[config.mk]
export PLATFORM = sky130hd
export DESIGN_NAME = booth_multiplier
export DESIGN_NICKNAME = d
export VERILOG_FILES = /design/src/rtl/alu_pkg.sv /design/src/rtl/booth_step.sv /design/src/rtl/booth_multiplier.sv
export SDC_FILE = /design/constraint.sdc
export NUM_CORES = 1
export LEC_CHECK = 0
export BUFFER_PORTS_ARGS = -buffer_cell sky130_fd_sc_hd__clkbuf_2
export CAP_MARGIN = 40
export CORE_MARGIN = 1
export CORE_UTILIZATION = 53
export DETAILED_ROUTE_END_ITERATION = 6
export PLACE_DENSITY = 0.77
export RECOVER_POWER = 100
export SETUP_SLACK_MARGIN = 0.5
export SLEW_MARGIN = 5
export SYNTH_ARGS = -nofsm -noshare
export SYNTH_HDL_FRONTEND = slang
export SYNTH_HIERARCHICAL = 1
export SYNTH_SLANG_ARGS = --single-unit
[constraint.sdc]
create_clock -name clock -period 3.15 [get_ports clock]
set_input_delay 0.63 -clock clock [delete_from_list [all_inputs] [get_ports clock]]
set_output_delay 0.63 -clock clock [all_outputs]
set_load 0.005 [all_outputs]
[src/rtl/alu_pkg.sv]
// Shared ALU-cluster definitions: default datapath width, multiplier FSM
// states and the radix-2 Booth step operation with its decoder.
package alu_pkg;

  localparam int unsigned WidthDefault = 32;

  typedef enum logic [1:0] {
    IDLE = 2'd0,
    RUN  = 2'd1,
    DONE = 2'd2
  } state_e;

  typedef enum logic [1:0] {
    NOP = 2'd0,
    ADD = 2'd1,
    SUB = 2'd2
  } booth_op_e;

  // Radix-2 Booth recoding of {Q[0], q_1}: 01 adds M, 10 subtracts M.
  function automatic booth_op_e booth_decode(input logic [1:0] sel);
    booth_op_e op;
    case (sel)
      2'b01:   op = ADD;
      2'b10:   op = SUB;
      default: op = NOP;
    endcase
    return op;
  endfunction

endpackage

[src/rtl/booth_step.sv]
// Combinational Booth add/sub step: produces the next accumulator value
// before the arithmetic shift. Subtract is add of ~M with carry-in 1.
module booth_step
  import alu_pkg::*;
#(
  parameter int unsigned WIDTH = WidthDefault
) (
  input  logic [WIDTH:0] areg_i,
  input  logic [WIDTH:0] m_i,
  input  logic [1:0]     sel_i,
  output logic [WIDTH:0] areg_o
);

  localparam int unsigned AccW = WIDTH + 1;

  booth_op_e      op;
  logic [WIDTH:0] addend;
  logic           carry_in;

  // Select the adder operand and carry-in from the recoded Booth pair.
  always_comb begin
    op       = booth_decode(sel_i);
    addend   = '0;
    carry_in = 1'b0;
    unique case (op)
      ADD: addend = m_i;
      SUB: begin
        addend   = ~m_i;
        carry_in = 1'b1;
      end
      default: addend = '0;
    endcase
    // Modulo 2^(WIDTH+1); the extra bit keeps -(-2^(WIDTH-1)) from wrapping.
    areg_o = areg_i + addend + AccW'(carry_in);
  end

endmodule

[src/rtl/booth_multiplier.sv]
// Multicycle signed radix-2 Booth multiplier: one add/sub-and-shift step per
// clock, WIDTH steps, then a one-cycle DONE that registers the low WIDTH bits
// of the product and pulses data_resultRDY.
// Optional: define BOOTH_OVERFLOW_CHECK_EN to build the signed-overflow
// exception; otherwise data_exception is tied low.
module booth_multiplier
  import alu_pkg::*;
#(
  parameter int unsigned WIDTH = WidthDefault
) (
  input  logic             clock,
  input  logic             reset,
  input  logic             ctrl_MULT,
  input  logic [WIDTH-1:0] data_operandA,
  input  logic [WIDTH-1:0] data_operandB,
  output logic [WIDTH-1:0] data_result,
  output logic             data_exception,
  output logic             data_resultRDY,
  output logic             busy
);

  localparam int unsigned CntW = $clog2(WIDTH + 1);

  state_e           state_q;
  logic [CntW-1:0]  cnt_q;
  logic [WIDTH:0]   m_q;
  logic [WIDTH:0]   areg_q;
  logic [WIDTH-1:0] qreg_q;
  logic             q1_q;
  logic [WIDTH-1:0] result_q;
  logic             exc_q;
  logic             rdy_q;
  logic             busy_q;

  logic [WIDTH:0]   areg_sum;
  logic [WIDTH:0]   areg_d;
  logic [WIDTH-1:0] qreg_d;
  logic             q1_d;

  booth_step #(
    .WIDTH (WIDTH)
  ) u_step (
    .areg_i (areg_q),
    .m_i    (m_q),
    .sel_i  ({qreg_q[0], q1_q}),
    .areg_o (areg_sum)
  );

  // Arithmetic right shift of {Areg, Qreg, q_1} after the add/sub.
  always_comb begin
    areg_d = {areg_sum[WIDTH], areg_sum[WIDTH:1]};
    qreg_d = {areg_sum[0], qreg_q[WIDTH-1:1]};
    q1_d   = qreg_q[0];
  end

  // FSM, step counter, datapath and registered outputs.
  always_ff @(posedge clock or negedge reset) begin
    if (!reset) begin
      state_q  <= IDLE;
      cnt_q    <= '0;
      m_q      <= '0;
      areg_q   <= '0;
      qreg_q   <= '0;
      q1_q     <= 1'b0;
      result_q <= '0;
      exc_q    <= 1'b0;
      rdy_q    <= 1'b0;
      busy_q   <= 1'b0;
    end else begin
      rdy_q <= 1'b0;
      if (ctrl_MULT) begin
        // Start from IDLE, or abort and restart from RUN/DONE.
        m_q     <= {data_operandA[WIDTH-1], data_operandA};
        areg_q  <= '0;
        qreg_q  <= data_operandB;
        q1_q    <= 1'b0;
        cnt_q   <= '0;
        state_q <= RUN;
        busy_q  <= 1'b1;
      end else begin
        unique case (state_q)
          IDLE: state_q <= IDLE;
          RUN: begin
            areg_q <= areg_d;
            qreg_q <= qreg_d;
            q1_q   <= q1_d;
            cnt_q  <= cnt_q + CntW'(1);
            if (cnt_q == CntW'(WIDTH - 1)) begin
              state_q <= DONE;
              busy_q  <= 1'b0;
            end
          end
          DONE: begin
            result_q <= qreg_q;
`ifdef BOOTH_OVERFLOW_CHECK_EN
            // Fits iff the upper part is pure sign extension of the result.
            exc_q    <= (areg_q != {(WIDTH + 1){qreg_q[WIDTH-1]}});
`else
            exc_q    <= 1'b0;
`endif
            rdy_q    <= 1'b1;
            state_q  <= IDLE;
          end
          default: state_q <= IDLE;
        endcase
      end
    end
  end

  assign data_result    = result_q;
  assign data_exception = exc_q;
  assign data_resultRDY = rdy_q;
  assign busy           = busy_q;

endmodule

==> summary.txt <==
Layout
  • Antenna cells: 0
  • Cell Count, Final, Fillers Out: 1105
  • # nets final: 1013
  • Proportion of layout cells with a drive suffix above 1: 35.1%
  • Syn-to-layout area delta: 25.3%

Worst setup path
  • Slowest Stage Delay on Critical Path: 0.40 ns
  • CP arrival: 3.42 ns
  • Cell repeated most along the worst path: fa_2
  • Worst Path Buf+Inv: 2
  • Startpoint types: flip-flop
  • Max stage delay cell, worst path: dfrtp_1
  • Crit-path max FO: 11
  • Crit-path cells: nor2b_4 > buf_12 > nand2_4 > o21ai_2 > fa_2 > fa_2 > a21o_1 > nand4_1 > buf_4 > nand2_2 > a31oi_4 > nand3_4 > a211oi_2 > xnor2_1 > nand2_1 > a21oi_2
  • Reg2Reg Launch Point: q1_q$_DFFE_PN0P_
  • Top Family by Delay on Critical Path: compound AO/OA/AOI/OAI gates
  • CP Data Required Time: 3.50 ns
  • CP Launch Point: q1_q$_DFFE_PN0P_
  • Worst setup EP type: flip-flop
  • Critical path type: flip-flop to flip-flop

Flow run
  • Max Cap Viol: 2

Timing
  • Tcrit/Tclk final: 97.5%
  • Final Hold Fails: 0
  • Setup TNS Final: 0 ns
  • Slew Viols, Final: 122
  • Max transition margin: -43.5%
  • RSZ-0062 raised after global routing: true
  • Worst Skew: 0.0111 ns
  • Worst-margin pin slew: 2.15 ns
  • Final setup vio count: 0
  • Max Clk Rate: 325 MHz
  • Tmin final: 3.07 ns

Floorplanning
  • Die Width: 123 um
  • Die height: 123 um
  • Starting Density: 54.8%
  • Row count: 43
  • Core Region: 14000 um2
  • DIE AREA: 15000 um2
  • Ports: 102

Synthesis
  • Sequential-to-total area share from yosys stat: 45.2%
  • Netlist Area Pre-Place: 7700 um2
  • Share of synthesized registers carrying an async set or reset: 100%
  • Distinct cell type count after synthesis: 52
  • Syn Inst Count: 778
  • Mean post-synth cell area: 9.90 um2
  • Seq cells post-synth: 139
  • Synth Net Count: 879
  • Ys Warns: 6
  • EDFF count, synth: 0
  • Main synth FF type: dfrtp_1

Run status
  • Outcome: finished with violations
  • Failing checks: max-capacitance violations, max-slew violations

Power and ir drop
  • P_int: 0.00389 W
  • Worst vdd ir: 0.000473 V
  • PwrDens: 582 nW/um2
  • Clock power frac: 35.4%
  • Sw frac: 30.8%
  • Leakage: 4.61 nW
  • Sequential share of power: 37.6%
  • Logic pwr share: 27.1%
  • Sw power: 0.00173 W
  • Total Power: 0.00562 W

Clocking
  • TritonCTS buffer count: 17
  • Clock Path Buffers: 2
  • H-Tree Level Count: 4
  • Clock transition at the registers of the reported paths: 0.06 ns
  • CTS tree: yes
  • Clk sinks: 139
  • Worst-Skew Late Latency: 0.43 ns
  • Clock root buffer: clkbuf_16
  • Hold buffers post-CTS: 0

Min path
  • Hold crit path type: primary input to flip-flop
  • Hold path start: data_operandB[15]

Global routing
  • Total GRT Usage: 25.1%
  • Grt ovf: 0
  • Grt met3 use: 7.25%
  • Largest net degree at the start of global routing: 89
  • First-pass GRT wire length: 29500 um
  • GR Util met1: 30.9%
  • Initial antenna violation count: 0
  • Grt met2 use: 41.7%
  • Vias in the first global route: 6146
  • Busiest layer in global routing: met2

Drt
  • Post-DRT Antenna Nets: 0
  • Final WL: 17700 um
  • DRC violations left: 0
  • Via count: 6264
  • DR vias/cell: 5.67
  • WL/cell: 16.0 um
  • 1st-iter DRT viols: 386
  • Detailed Routing Iterations Pass 1: 5

Placed design
  • Dpl cells: 1041
  • Dpl hpwl: 11200 um
  • Port Buffer Count: 100
  • Placer Congestion: 0.877
## layout by cell type (no fill, tap or decap), drive strengths merged, types with 2 or more instances in the layout
cell type / instances
nand2: 154
dfrtp: 139
clkbuf: 122
o21ai: 78
mux2: 68
a21oi: 64
buf: 62
mux2i: 32
ha: 32
xnor2: 19
a21o: 15
nor2: 15
xor2: 13
inv: 11
o21a: 9
nand4: 8
nand3: 8
and3: 7
a31oi: 7
nor2b: 6
nand2b: 4
nor3: 4
and4: 4
o211ai: 3
a211o: 3
and2: 3
clkinv: 3
a31o: 3
a2111oi: 3
nor3b: 2
o22a: 2
bufinv: 2
clkinvlp: 2
o21bai: 2
fa: 2
a211oi: 2
a221o: 2
o31ai: 2
## final cells by class
cell class | count | area (um2)
Fill cell | 1049 | 4400
Multi-Input combinational cell | 584 | 4270
Sequential cell | 139 | 3480
Timing Repair Buffer | 163 | 1060
Clock buffer | 21 | 450
Tap cell | 180 | 225
Clock inverter | 11 | 135
Inverter | 7 | 26.3
## cells by family (layout without fill, tap and decap cells)
kind of cell | after synthesis | in the layout | share of synthesized area [%]
other | 1 | 1 | 0.0487
AO/OA/AOI/OAI | 200 | 200 | 15.4
AND/OR/NAND/NOR | 217 | 217 | 12.3
buffers and inverters | 55 | 202 | 3.61
flip-flops | 139 | 139 | 45.2
XOR/XNOR | 32 | 32 | 3.64
multiplexers | 100 | 100 | 14.1
adder cells (fa/ha/maj) | 34 | 34 | 5.72
## power by group through the flow
stage                     logic, W  registers (W)  clock network [W]
after floorplan           0.000890        0.00209                  0
after global placement     0.00121        0.00213                  0
after detailed placement   0.00124        0.00214                  0
after CTS                  0.00140        0.00211            0.00201
after global routing       0.00166        0.00214            0.00210
final                      0.00152        0.00211            0.00199
## per-stage QoR
step | hold slack [ns] | utilization [%] | setup WS (ns) | cell area, um2
floorplan | 0.334 | - | 0.135 | 7780
global placement | 0.487 | 60.7 | 0.0825 | 8530
detailed placement | 0.496 | 60.7 | 0.0119 | 8530
CTS | 0.291 | 67.5 | 0.112 | 9470
global route | 0.405 | 68.7 | -0.0571 | 9650
finish | 0.406 | 68.7 | 0.0772 | 9650
## state kept, by name, summed over array words and instances (netlist names)
signal / cells
m_q: 32
busy: 1
cnt_q: 6
q1_q: 1
data_resultRDY: 1
areg_q: 32
state_q: 2
data_result: 32
qreg_q: 32
## per-layer routing
metal	part of all wire, %	vias up
li1	-	3002
met1	43	3044
met2	49	178
met3	6.3	40
met4	2.3	0
met5	0	-
## cell usage after synthesis, types with 4 or more instances
cell type,count,share of area (%)
o21a_1,9,0.88
clkbuf_1,24,1.2
nand2_1,154,7.5
o21ai_0,77,5.0
mux2i_1,32,4.2
a31oi_1,7,0.57
nor2b_1,6,0.49
buf_4,7,0.68
a21o_1,15,1.5
mux2_2,68,9.9
ha_1,32,5.2
nor2_1,15,0.73
nand2b_1,4,0.32
xor2_1,13,1.5
nand4_1,8,0.65
inv_1,7,0.34
and3_1,6,0.49
a21oi_1,64,4.2
buf_2,12,0.78
buf_6,4,0.59
xnor2_1,19,2.2
nand3_1,8,0.52
nor3_1,4,0.26
dfrtp_1,139,45
## worst register-to-register path: cells and delay by family, from the launching register on
family	cells	cell delay, ns
buffers and inverters	2	0.27
AOI/OAI and AO/OA	5	0.82
DFF	1	0.40
and+or+nand+nor	6	0.63
xor gates and xnor gates	1	0.14
adders and majority gates	2	0.75
## worst paths after layout
kind                                                   end  slack, ns  cells after the start
worst max-delay path                areg_q[29]$_DFFE_PN0P_       0.08                     16
worst min-delay path                qreg_q[15]$_DFFE_PN0P_       0.41                      3
worst max register to register      areg_q[29]$_DFFE_PN0P_       0.08                     16
worst min register to register  data_result[5]$_DFFE_PN0P_       0.51                      1
max in group asynchronous             cnt_q[2]$_DFFE_PN0P_       0.81                      2
min in group asynchronous              m_q[17]$_DFFE_PN0P_       0.82                      1
## timing repair
action,4_1_cts,5_1_grt
setup buffers,23,8
pin swaps,38,25
cloned,1,0
endpoints found under the setup margin,23,27
resized for setup,37,29
Note: power is estimated with default switching activity, not from simulation.
